File: src/rtl/si_header_pkg.sv
// si_header_pkg: header field layout, default header constants and parser states
package si_header_pkg;

    localparam logic [31:0] HDR_MAGIC_DEFAULT   = 32'h5349_5454;
    localparam logic [7:0]  HDR_VERSION_DEFAULT = 8'h01;

    localparam int MAGIC_LSB   = 0;
    localparam int MAGIC_W     = 32;
    localparam int VERSION_LSB = 32;
    localparam int VERSION_W   = 8;
    localparam int SEQ_LSB     = 64;
    localparam int SEQ_W       = 32;

    typedef enum logic [1:0] {HEADER, FORWARD, DROP} parser_state_t;

endpackage

File: src/rtl/si_axis_reg_slice.sv
// si_axis_reg_slice: single-stage AXI-stream register, full throughput, registered outputs
module si_axis_reg_slice #(
    parameter int DATA_WIDTH = 128,
    parameter int KEEP_WIDTH = (DATA_WIDTH + 7) / 8
) (
    input  logic                  eth_clk,
    input  logic                  eth_rst_n,
    input  logic                  s_valid,
    output logic                  s_ready,
    input  logic [DATA_WIDTH-1:0] s_data,
    input  logic [KEEP_WIDTH-1:0] s_keep,
    input  logic                  s_last,
    output logic                  m_valid,
    input  logic                  m_ready,
    output logic [DATA_WIDTH-1:0] m_data,
    output logic [KEEP_WIDTH-1:0] m_keep,
    output logic                  m_last
);

    assign s_ready = !m_valid || m_ready;

    // load a new beat whenever the slot is empty or draining; otherwise hold
    always_ff @(posedge eth_clk or negedge eth_rst_n) begin
        if (!eth_rst_n) begin
            m_valid <= 1'b0;
            m_data  <= '0;
            m_keep  <= '0;
            m_last  <= 1'b0;
        end else if (s_ready) begin
            m_valid <= s_valid;
            if (s_valid) begin
                m_data <= s_data;
                m_keep <= s_keep;
                m_last <= s_last;
            end
        end
    end

endmodule

File: src/rtl/si_header_parser.sv
// si_header_parser: checks the per-packet header, tracks sequence numbers, forwards valid payloads
module si_header_parser
    import si_header_pkg::*;
#(
    parameter int          DATA_WIDTH  = 128,
    parameter int          KEEP_WIDTH  = (DATA_WIDTH + 7) / 8,
    parameter logic [31:0] HDR_MAGIC   = HDR_MAGIC_DEFAULT,
    parameter logic [7:0]  HDR_VERSION = HDR_VERSION_DEFAULT
) (
    input  logic                  eth_clk,
    input  logic                  eth_rst_n,
    input  logic                  s_axis_tvalid,
    output logic                  s_axis_tready,
    input  logic [DATA_WIDTH-1:0] s_axis_tdata,
    input  logic [KEEP_WIDTH-1:0] s_axis_tkeep,
    input  logic                  s_axis_tlast,
    output logic                  m_axis_tvalid,
    input  logic                  m_axis_tready,
    output logic [DATA_WIDTH-1:0] m_axis_tdata,
    output logic [KEEP_WIDTH-1:0] m_axis_tkeep,
    output logic                  m_axis_tlast,
    output logic                  lost_packet,
    output logic                  invalid_packet
);

    parser_state_t    state, state_nxt;
    logic             slice_ready, fwd_valid, accept, hdr_valid, seq_valid;
    logic [SEQ_W-1:0] seq, expected_seq;

    assign seq       = s_axis_tdata[SEQ_LSB +: SEQ_W];
    assign hdr_valid = s_axis_tdata[MAGIC_LSB +: MAGIC_W] == HDR_MAGIC
                    && s_axis_tdata[VERSION_LSB +: VERSION_W] == HDR_VERSION
                    && &s_axis_tkeep && !s_axis_tlast;
    assign accept    = s_axis_tvalid && s_axis_tready;

    // state register
    always_ff @(posedge eth_clk or negedge eth_rst_n) begin
        if (!eth_rst_n) state <= HEADER;
        else            state <= state_nxt;
    end

    // next state: every packet ends in HEADER on its tlast beat
    always_comb begin
        state_nxt = state;
        if (accept)
            state_nxt = state == HEADER ? (hdr_valid ? FORWARD : (s_axis_tlast ? HEADER : DROP))
                                        : (s_axis_tlast ? HEADER : state);
    end

    // outputs: DROP sinks beats freely, only FORWARD feeds the output slice
    always_comb begin
        s_axis_tready  = state == DROP ? 1'b1 : slice_ready;
        fwd_valid      = s_axis_tvalid && state == FORWARD;
        invalid_packet = state == DROP || (state == HEADER && !hdr_valid);
    end

    // sequence tracking on each accepted valid header; gap reported the following cycle
    always_ff @(posedge eth_clk or negedge eth_rst_n) begin
        if (!eth_rst_n) begin
            seq_valid    <= 1'b0;
            expected_seq <= '0;
            lost_packet  <= 1'b0;
        end else begin
            lost_packet <= 1'b0;
            if (accept && state == HEADER && hdr_valid) begin
                lost_packet  <= seq_valid && seq != expected_seq;
                expected_seq <= seq + 1'b1;
                seq_valid    <= 1'b1;
            end
        end
    end

    si_axis_reg_slice #(
        .DATA_WIDTH(DATA_WIDTH),
        .KEEP_WIDTH(KEEP_WIDTH)
    ) u_slice (
        .eth_clk  (eth_clk),
        .eth_rst_n(eth_rst_n),
        .s_valid  (fwd_valid),
        .s_ready  (slice_ready),
        .s_data   (s_axis_tdata),
        .s_keep   (s_axis_tkeep),
        .s_last   (s_axis_tlast),
        .m_valid  (m_axis_tvalid),
        .m_ready  (m_axis_tready),
        .m_data   (m_axis_tdata),
        .m_keep   (m_axis_tkeep),
        .m_last   (m_axis_tlast)
    );

endmodule

File: config.mk
export PLATFORM = sky130hd
export DESIGN_NAME = si_header_parser
export DESIGN_NICKNAME = d
export VERILOG_FILES = /design/src/rtl/si_header_pkg.sv /design/src/rtl/si_axis_reg_slice.sv /design/src/rtl/si_header_parser.sv
export SDC_FILE = /design/constraint.sdc
export NUM_CORES = 1
export LEC_CHECK = 0
export ABC_AREA = 0
export BUFFER_PORTS_ARGS = -buffer_cell sky130_fd_sc_hd__buf_2
export CORE_ASPECT_RATIO = 2
export CORE_MARGIN = 4
export CORE_UTILIZATION = 45
export CTS_CLUSTER_SIZE = 40
export DETAILED_ROUTE_END_ITERATION = 10
export GPL_TIMING_DRIVEN = 0
export PLACE_DENSITY = 0.85
export SLEW_MARGIN = 20
export SYNTH_ARGS = -nofsm -noshare
export SYNTH_HDL_FRONTEND = slang
export SYNTH_HIERARCHICAL = 1
export SYNTH_SLANG_ARGS = --single-unit
File: constraint.sdc
create_clock -name eth_clk -period 1.9 [get_ports eth_clk]
set_input_delay 0.19 -clock eth_clk [delete_from_list [all_inputs] [get_ports eth_clk]]
set_output_delay 0.19 -clock eth_clk [all_outputs]
set_load 0.01 [all_outputs]
==> metrics.cfg, run 1 <==
[status]
outcome=finished, violations left
violations=setup timing

[route]
viasPerCell=5.28
vias=6150
drc=0
dr.pass1.iters=4
wl_per_cell_um=19.9
drt_wl_total_um=23200
dr.first_iter.drc_count=123
ant_nets=0

[power]
p_leak_nw=5.88
p_switching_mw=3.21
sw_frac_of_total_pct=28.2
power.density_mw_per_mm2=1010
p_int_mw=8.19
combPwrFrac_pct=24.4
power_frac_seq_pct=44.6
clkPwrFrac_pct=31.1
vdd_ir_drop_max_mv=0.617

[global_routing]
grt_start_max_net_pins=101
grt_pass1_wl_um=35800
grt_pass1_vias=6949
grt.total_usage_pct=22.9
grt_remaining_overflow=0
antenna_found_initial=0

[run]
max_cap_violations=0

[clock_tree]
numCtsBuffers=17
clk_latency_ps=420
ctsHtreeMaxLevel=4
cts_tree=yes
path_clk_slew_ps=70
clockRootBuffer=clkbuf_16
cts_max_path_buffers=2
cts_sinks=182

[synthesis]
ys_warn_count=6
syn_inst=550
ys_seq_area_share_pct=56.1
synth.ff_latch_count=182
netlist_area_mm2=0.00812
avgSynthCellArea_um2=14.8
synth_nets=700
synth_cell_type_count=36

[final_layout]
syn_to_final_growth_pct=39.1
design_area_mm2=0.0113
layout-drive-gt1-share_pct=57.2
final_cell_mix=buf_2 (304), dfrtp_1 (182), mux2_2 (123), dlygate4sd3_1 (65), mux2_4 (51)
antenna_cells=0
fin_util_pct=63.5
final_cells=1164
finalNetCount=1090
final_common_cell=buf_2

[floorplan]
die_area_mm2=0.0204
io_pins=298
start_util_pct=45.7
die_w_um=103
fp.coreArea_mm2=0.0178
row_count=69
die_h_um=198

[setup_path]
endpoint_kind=primary output
crit_required_ps=1710
r2r_slack_ps=120
worst-r2r-cell-count=6
start_kind=primary input
crit_path_start=s_axis_tdata[1]
critical_path_class=in -> out
timing.rr.end=expected_seq[9]$_DFFE_PN0P_
path_max_fanout=3
timing.rr.start=u_slice/m_valid$_DFFE_PN0P_
arrival_ps=1760

[timing]
fin_tns_setup_ps=-659
final.period_utilization_pct=103
setup_violations=27
relSlewSlack_pct=57.2
fin_crit_ps=1950
tightestPinTransition_ps=641
slew_violations=0
hold_viol_final=0
clock.fmax_mhz=513
grt_setup_unrepaired=yes
fin_ws_ps=-49.4
clock_skew_ps=7.45

[worst_hold_path]
hp-class=in -> reg
worstHoldEndpoint=u_slice/m_data[22]$_DFFE_PN0P_
worstHoldStart=s_axis_tdata[22]
holdPathStages=2

[placed_design]
dpl_cell_area_mm2=0.00991
gp_congestion=0.829
place_inst=1061
numPortBuffers=297
post-dp-hpwl_um=16700

[worst max path at each step]
stage / endpoint / slack (ps)
6_report: invalid_packet / -50
2_1_floorplan: expected_seq[10]$_DFFE_PN0P_ / -210
3_3_place_gp: u_slice/m_data[40]$_DFFE_PN0P_ / -2240
4_1_cts: invalid_packet / -200
5_1_grt: expected_seq[9]$_DFFE_PN0P_ / -90
3_5_place_dp: expected_seq[25]$_DFFE_PN0P_ / -710
[state kept, by name, indices dropped and copies added (netlist names)]
signal and count:
u_slice/m_last 1, u_slice/m_data 128, state 2, expected_seq 32
lost_packet 1, u_slice/m_keep 16, seq_valid 1, u_slice/m_valid 1
[stage by stage]
step / hold WS (ps) / setup slack (ps) / power (mW)
2_1_floorplan: -106 / -211 / 6.40
3_3_place_gp: 421 / -2240 / 7.67
3_5_place_dp: 198 / -714 / 7.79
4_1_cts: 0.558 / -195 / 11.5
5_1_grt: 3.89 / -89.7 / 11.9
6_report: 17.4 / -49.4 / 11.4
[power groups by stage]
stage,Sequential [mW],Clock [mW],Combinational [mW]
after floorplan,5.50,0,0.900
after global placement,5.08,0,2.60
after detailed placement,5.13,0,2.67
after CTS,5.06,3.62,2.79
after global routing,5.17,3.75,2.99
final,5.09,3.54,2.78
[synthesized netlist by cell type]
master    count  share of area (%)
a21o_1        1              0.092
mux2i_1       1               0.12
clkbuf_1      1              0.046
nand3_1      14               0.86
nor2_1        7               0.32
xor2_1       46                5.0
and4bb_2      2               0.31
xnor2_1      16                1.7
buf_4         1              0.092
mux2_2      124                 17
ha_1          1               0.15
buf_6         9                1.2
nor4b_1       5               0.54
a21oi_1       3               0.18
dfrtp_1     182                 56
and4b_2       2               0.28
nand2b_4      1               0.17
and2b_2       1               0.11
nand2b_1      2               0.15
nand4_1      16                1.2
and3_1        7               0.54
mux2_4       50                9.2
or4_4         1               0.14
inv_1         5               0.23
nand2_1       8               0.37
a31oi_1       2               0.15
nor4_1       12               0.92
or4_1         1              0.092
o31ai_1       1              0.092
or2_2         2               0.15
nand2_4       2               0.28
buf_2         9               0.55
nor4_4        1               0.26
nor3_1        5               0.31
o21ai_0       4               0.25
and4_1        5               0.54
[area by class of cell]
class,instances,area (um2)
buffer,20,169
clock buffer,20,467
clock inverter,10,120
fill,1305,6480
inverter,5,18.8
multi-input combinational,343,3430
sequential,182,4550
tap,213,267
timing repair buffer,371,2280
[cells by family (layout without fill, tap and decap cells)]
logic type               count (synthesis)  in the layout  synth area share, %
flip-flops                             182            182                 56.1
multiplexers                           175            175                 26.6
XOR/XNOR                                62             62                 6.69
AND/OR/NAND/NOR                         94             94                 7.58
buffers and inverters                   25            426                 2.17
adder cells (fa/ha/maj)                  1              1                0.154
AO/OA/AOI/OAI                           11             11                0.770
[metal layers]
| layer | track usage (%) | routed length, um | part of all wire (%) |
|---|---|---|---|
| met5 | 0 | 0 | 0 |
| met4 | 12.3 | 1200 | 5.2 |
| met3 | 5.01 | 1360 | 5.9 |
| met2 | 43.0 | 13000 | 56 |
| met1 | 22.4 | 7640 | 33 |
[critical path, cell delays in order]
cell and delay (ps):
buf_6 90, or4_4 530, or4_4 440, nor4_4 230, a21oi_1 120, buf_2 160
[repair_timing]
action                                 in CTS  in global routing
endpoints found under the hold margin     146                  0
gates resized for setup                    15                  3
pin swaps                                   2                  2
cloned                                      1                  0
buffers inserted                            7                  1
hold buffers                               65                  0
setup endpoints to repair                  34                 36
No activity file was read; power rests on OpenSTA's default activity.
==> run 2, diff against run 1 <==
==> constraint.sdc (replaced) <==
create_clock -name eth_clk -period 1.65 [get_ports eth_clk]
set_input_delay 0.165 -clock eth_clk [delete_from_list [all_inputs] [get_ports eth_clk]]
set_output_delay 0.165 -clock eth_clk [all_outputs]
set_load 0.01 [all_outputs]
==> run 2 against run 1 <==
Against the previous run: critical path type unchanged; the flow still finishes with violations (setup timing); first-iteration DRC count up 34%; combinational power is 19% higher; via count grew 3.7%; clock skew grew 8.5 ps; sequential share of layout area is 1.8 points lower; critical path depth rose by 1; sequential power rose by 16%; design area is 4.7% higher; hold slack improved by 12 ps.
==> metrics.cfg, run 2 (synthesis gave the netlist of run 1 again) <==
[status]
outcome=finished, violations left
violations=setup timing

[power]
p_leak_nw=6.10  ; +3.7%
power.density_mw_per_mm2=1150  ; +14%
vdd_ir_drop_max_mv=0.916  ; +48%

[route]
vias=6376  ; +3.7%
drt_wl_total_um=24500  ; +5.8%
drc=0  ; unchanged
viasPerCell=5.27  ; -0.18%
dr.first_iter.drc_count=165  ; +34%
ant_nets=0  ; unchanged
wl_per_cell_um=20.3  ; +1.9%
dr.pass1.iters=4  ; unchanged

[setup_path]
path_max_fanout=2  ; -1
timing.rr.end=expected_seq[12]$_DFFE_PN0P_
start_kind=primary input
path_common_cell=or4_4
r2r_slack_ps=-160  ; -280 ps
timing.rr.start=u_slice/m_valid$_DFFE_PN0P_
crit_required_ps=1480  ; -230 ps
crit_chain=buf_6, or4_4, or4_4, nor4_4, buf_4, a21oi_2, buf_2
cpMaxStageDelayCell=or4_4
critical_path_class=in -> out
arrival_ps=1780  ; +20 ps
crit_path_start=s_axis_tdata[11]
endpoint_kind=primary output
cpPeakStageDelay_ps=550  ; +20 ps
crit_path_end=invalid_packet
worst-r2r-cell-count=6  ; unchanged

[global_routing]
grt_util_met3_pct=5.85  ; +0.85 points
grt.busiest_layer=met2
grt_start_max_net_pins=83  ; -18%
grt_remaining_overflow=0  ; unchanged
grt_pass1_vias=7156  ; +3.0%
grt_pass1_wl_um=37600  ; +4.9%
antenna_found_initial=0  ; unchanged
grtUsageMet1_pct=23.6  ; +1.2 points
grt.total_usage_pct=24.2  ; +1.3 points
use_met2_pct=44.0  ; +1.0 points

[final_layout]
final_cell_mix=buf_2 (303), dfrtp_1 (182), mux2_2 (123), dlygate4sd3_1 (106), mux2_4 (51)
final_common_cell=buf_2
fin_util_pct=66.5  ; +3.0 points
reg.largest.list=u_slice/m_data x128, expected_seq x32, u_slice/m_keep x16
nFillCells=1221  ; -6.4%
design_area_mm2=0.0118  ; +4.7%
finalNetCount=1134  ; +4.0%
largest_register_ffs=128  ; unchanged
syn_to_final_growth_pct=45.7
top_register=u_slice/m_data
antenna_cells=0  ; unchanged
layout-drive-gt1-share_pct=55.2  ; -2.0 points

[placed_design]
gp_congestion=0.827  ; -0.30%
post-dp-hpwl_um=16600  ; -0.88%
dpl_cell_area_mm2=0.00994  ; +0.28%
place_ws_ps=-1010  ; -294 ps
numPortBuffers=297  ; unchanged

[floorplan]
io_pins=298  ; unchanged
die_w_um=103  ; unchanged
start_util_pct=45.7  ; unchanged
fp.coreArea_mm2=0.0178  ; unchanged
row_count=69  ; unchanged
die_h_um=198  ; unchanged
die_area_mm2=0.0204  ; unchanged

[timing]
grt_setup_unrepaired=yes
setup_violations=84  ; +210%
clock.fmax_mhz=515
clock_skew_ps=15.9  ; +8.47 ps
tightestPinTransition_ps=593  ; -48.2 ps
hold_ws_ps=29.4  ; +12.0 ps
hold_viol_final=0  ; unchanged
final.period_utilization_pct=118
fin_crit_ps=1940
fin_tns_setup_ps=-8270  ; -7610 ps
relSlewSlack_pct=60.1  ; +2.9 points
fin_ws_ps=-292  ; -242 ps
slew_violations=0  ; unchanged

[clock_tree]
cts_sinks=182  ; unchanged
ctsHtreeMaxLevel=4  ; unchanged
cts_max_path_buffers=2  ; unchanged
cts_tree=yes
clockRootBuffer=clkbuf_16
path_clk_slew_ps=60  ; about the same
numCtsBuffers=17  ; unchanged
clk_latency_ps=420  ; about the same

[worst_hold_path]
hp-class=in -> reg

[run]
max_cap_violations=0  ; unchanged

run 2: changes by cell type in the layout (fill, tap and decap cells not counted), moves of 2 or more:
cell,delta
dlygate4sd3_1,+41
bufinv_16,+2
clkbuf_8,-2
buf_16,+2
clkinvlp_4,+2
buf_6,+4
clkinv_2,-2
run 2: where the power goes:
part | leakage (nW) | switching [mW] | total [mW] | internal [mW]
logic | 3.51 | 1.52 | 3.30 | 1.78
clock network | 0.296 | 1.80 | 4.39 | 2.59
registers | 2.30 | 0.515 | 5.89 | 5.37
total | 6.10 | 3.83 | 13.6 | 9.75
run 2: how the worst min path moves through the flow:
| stage | from | to | slack, ps | cells past startpoint |
|---|---|---|---|---|
| after detailed placement | eth_rst_n | lost_packet$_DFF_PN0_ | 30 | 1 |
| final | s_axis_tkeep[8] | u_slice/m_keep[8]$_DFFE_PN0P_ | 30 | 2 |
| after CTS | s_axis_tkeep[8] | u_slice/m_keep[8]$_DFFE_PN0P_ | 3 | 2 |
| after global placement | s_axis_tdata[59] | u_slice/m_data[59]$_DFFE_PN0P_ | 400 | 2 |
| after global routing | s_axis_tdata[37] | u_slice/m_data[37]$_DFFE_PN0P_ | 10 | 2 |
| after floorplan | eth_rst_n | expected_seq[0]$_DFFE_PN0P_ | -130 | 0 |
run 2: critical path, delay by kind of cell:
family / cells / cell delay [ps]
buffers and inverters: 3 / 390
AO/OA/AOI/OAI: 1 / 50
AND/OR/NAND/NOR: 3 / 1150
run 2: per-stage QoR:
| stage | cells | total power, mW |
|---|---|---|
| 2_1_floorplan | 550 | 7.37 |
| 3_3_place_gp | 1060 | 8.82 |
| 3_5_place_dp | 1062 | 8.97 |
| 4_1_cts | 1209 | 13.6 |
| 5_1_grt | 1209 | 14.2 |
| 6_report | 1209 | 13.6 |
run 2: final cells by class:
class / instances / area (um2) / share of cell area [%]
Sequential cell: 182 / 4550 / 38.5
Multi-Input combinational cell: 343 / 3430 / 29.0
Timing Repair Buffer: 415 / 2760 / 23.3
Clock buffer: 18 / 439 / 3.71
Tap cell: 213 / 267 / 2.25
Clock inverter: 13 / 194 / 1.64
Buffer: 20 / 169 / 1.43
Inverter: 5 / 18.8 / 0.159
run 2: per-layer routing:
layer  vias up  share of wire (%)
li1       2840                  -
met1      3162                 33
met2       292                 55
met3        82                6.3
met4         0                6.0
met5         -                  0
run 2: timing repair:
item / in CTS / in global routing
setup buffers: 8 / 0
pin swaps: 2 / 1
hold endpoints to repair: 287 / 0
hold buffers: 106 / 0
endpoints found under the setup margin: 81 / 87
gates cloned: 2 / 0
gates resized for setup: 19 / 2
==> run 3, diff against run 2 <==
--- a/config.mk
+++ b/config.mk
@@ -12,7 +12,7 @@
 export CORE_UTILIZATION = 45
 export CTS_CLUSTER_SIZE = 40
 export DETAILED_ROUTE_END_ITERATION = 10
-export GPL_TIMING_DRIVEN = 0
+export GPL_TIMING_DRIVEN = 1
 export PLACE_DENSITY = 0.85
 export SLEW_MARGIN = 20
 export SYNTH_ARGS = -nofsm -noshare
==> run 3 against run 2 <==
Against the previous run: the flow still finishes with violations (setup timing); cell count is 3.8% higher; utilization grew 2.2 points; power shrank 2.1%; first-iteration DRC count fell by 23%; highest routed layer unchanged; clock power fell by 8.2%; critical path depth unchanged.
==> metrics.cfg, run 3 (synthesis gave the netlist of run 1 again) <==
[status]
outcome=finished, violations left
violations=setup timing

[final_layout]
fin_util_pct=68.8  ; +2.2 points
top_register=u_slice/m_data
largest_register_ffs=128  ; unchanged
nFillCells=1182  ; -3.2%
design_area_mm2=0.0122  ; +3.3%
final_common_cell=buf_2
layout-drive-gt1-share_pct=58.5  ; +3.3 points
syn_to_final_growth_pct=50.6
final_cells=1255  ; +3.8%
finalNetCount=1178  ; +3.9%
reg.largest.list=u_slice/m_data x128, expected_seq x32, u_slice/m_keep x16
final_cell_mix=buf_2 (294), dfrtp_1 (182), mux2_2 (123), dlygate4sd3_1 (97), buf_4 (68)

[power]
power.density_mw_per_mm2=1090  ; -5.2%
p_leak_nw=6.37  ; +4.4%
power_mw=13.3  ; -2.1%
vdd_ir_drop_max_mv=0.919  ; +0.42%

[timing]
slew_violations=0  ; unchanged
clock_skew_ps=13.1  ; -2.78 ps
final.period_utilization_pct=116  ; -1.9 points
hold_viol_final=0  ; unchanged
fin_crit_ps=1910  ; -32.0 ps
grt_setup_unrepaired=yes
setup_violations=33  ; -61%
clock.fmax_mhz=524  ; +1.7%
relSlewSlack_pct=68.3  ; +8.1 points
fin_ws_ps=-260  ; +32.0 ps
tightestPinTransition_ps=471  ; -122 ps

[global_routing]
grt_pass1_vias=7583  ; +6.0%
antenna_found_initial=0  ; unchanged
grt_remaining_overflow=0  ; unchanged
grt_start_max_net_pins=41  ; -51%
grt.total_usage_pct=24.7  ; +0.54 points
grt_pass1_wl_um=38600  ; +2.8%

[setup_path]
path_max_fanout=2  ; unchanged
r2r_slack_ps=-90  ; +70 ps
crit_path_start=s_axis_tdata[1]
timing.rr.start=state[0]$_DFFE_PN0P_
arrival_ps=1740  ; -40 ps
crit_required_ps=1480  ; about the same
start_kind=primary input
timing.rr.end=expected_seq[19]$_DFFE_PN0P_
worst-r2r-cell-count=7  ; +1
endpoint_kind=primary output
critical_path_class=in -> out

[run]
max_cap_violations=0  ; unchanged

[route]
drc=0  ; unchanged
wl_per_cell_um=20.0  ; -1.3%
dr.pass1.iters=4  ; unchanged
vias=6661  ; +4.5%
dr.first_iter.drc_count=127  ; -23%
ant_nets=0  ; unchanged
drt_wl_total_um=25100  ; +2.4%
viasPerCell=5.31  ; +0.64%

[floorplan]
die_w_um=103  ; unchanged
row_count=69  ; unchanged
die_h_um=198  ; unchanged
die_area_mm2=0.0204  ; unchanged
io_pins=298  ; unchanged
fp.coreArea_mm2=0.0178  ; unchanged
start_util_pct=45.7  ; unchanged

[placed_design]
place_ws_ps=-503  ; +505 ps
post-dp-hpwl_um=17000  ; +2.8%
place_inst=1118  ; +5.3%
dpl_cell_area_mm2=0.0105  ; +5.2%
gp_congestion=0.834  ; +0.92%
numPortBuffers=297  ; unchanged

[clock_tree]
cts_sinks=182  ; unchanged
numCtsBuffers=17  ; unchanged
ctsHtreeMaxLevel=4  ; unchanged
clockRootBuffer=clkbuf_16
cts_tree=yes
cts_max_path_buffers=2  ; unchanged
clk_latency_ps=430  ; about the same
path_clk_slew_ps=70  ; about the same

[worst_hold_path]
worstHoldStart=s_axis_tdata[28]
worstHoldEndpoint=u_slice/m_data[28]$_DFFE_PN0P_
hp-class=in -> reg
holdPathStages=2  ; unchanged

## run 3: cell count changes in the layout (fill, tap and decap cells not counted), sizes merged
cell / previous run / this run
clkinv: 2 / 4
clkinvlp: 4 / 3
inv: 8 / 11
diode: 0 / 1
bufinv: 4 / 1
clkbuf: 19 / 18
buf: 328 / 382
dlygate4sd3: 106 / 97
## run 3: worst max-delay path by stage
stage | endpoint | slack (ps) | cells past startpoint
after floorplan | expected_seq[10]$_DFFE_PN0P_ | -430 | 6
after global placement | expected_seq[6]$_DFFE_PN0P_ | -490 | 7
after detailed placement | expected_seq[7]$_DFFE_PN0P_ | -500 | 7
after CTS | invalid_packet | -340 | 7
after global routing | invalid_packet | -300 | 7
final | invalid_packet | -260 | 7
## run 3: critical path, cell delays in order
cell and delay (ps):
buf_6 90, or4_4 510, or4_4 440, nor4_4 170, buf_4 170, a21oi_2 60, buf_2 140
## run 3: layer usage
metal  up-vias  wire length [um]  GRT usage [%]
li1       2928                 -              -
met1      3311              8620           25.6
met2       333             13500           43.8
met3        89              1540           5.57
met4         0              1460           15.2
met5         -                 0              0
## run 3: timing repair
| item | 4_1_cts | 5_1_grt |
|---|---|---|
| pin swaps | 1 | 2 |
| buffers inserted | 3 | 1 |
| gates cloned | 4 | 0 |
| setup endpoints to repair | 124 | 89 |
| hold buffers | 97 | 0 |
| hold endpoints to repair | 129 | 0 |
| resized for setup | 13 | 11 |
## run 3: stage by stage
| step | setup TNS [ps] | hold slack [ps] |
|---|---|---|
| after floorplan | -13290 | -131 |
| after global placement | -16390 | 118 |
| after detailed placement | -16930 | 123 |
| after CTS | -6070 | 0.168 |
| after global routing | -5760 | 12.6 |
| final | -4930 | 27.6 |
## run 3: final cells by class
cell class                 instances  area (um2)  share of cell area (%)
sequential                       182        4550                    37.2
tap                              213         267                    2.18
clock buffer                      18         439                    3.59
antenna                            1        2.50                  0.0205
inverter                           5        18.8                   0.153
clock inverter                    14         143                    1.17
timing repair buffer             479        3340                    27.3
multi-input combinational        343        3460                    28.3
## run 3: power breakdown
group,switching [mW],total (mW),internal [mW]
clock network,1.86,4.03,2.17
logic,1.54,3.39,1.85
registers,0.510,5.88,5.37
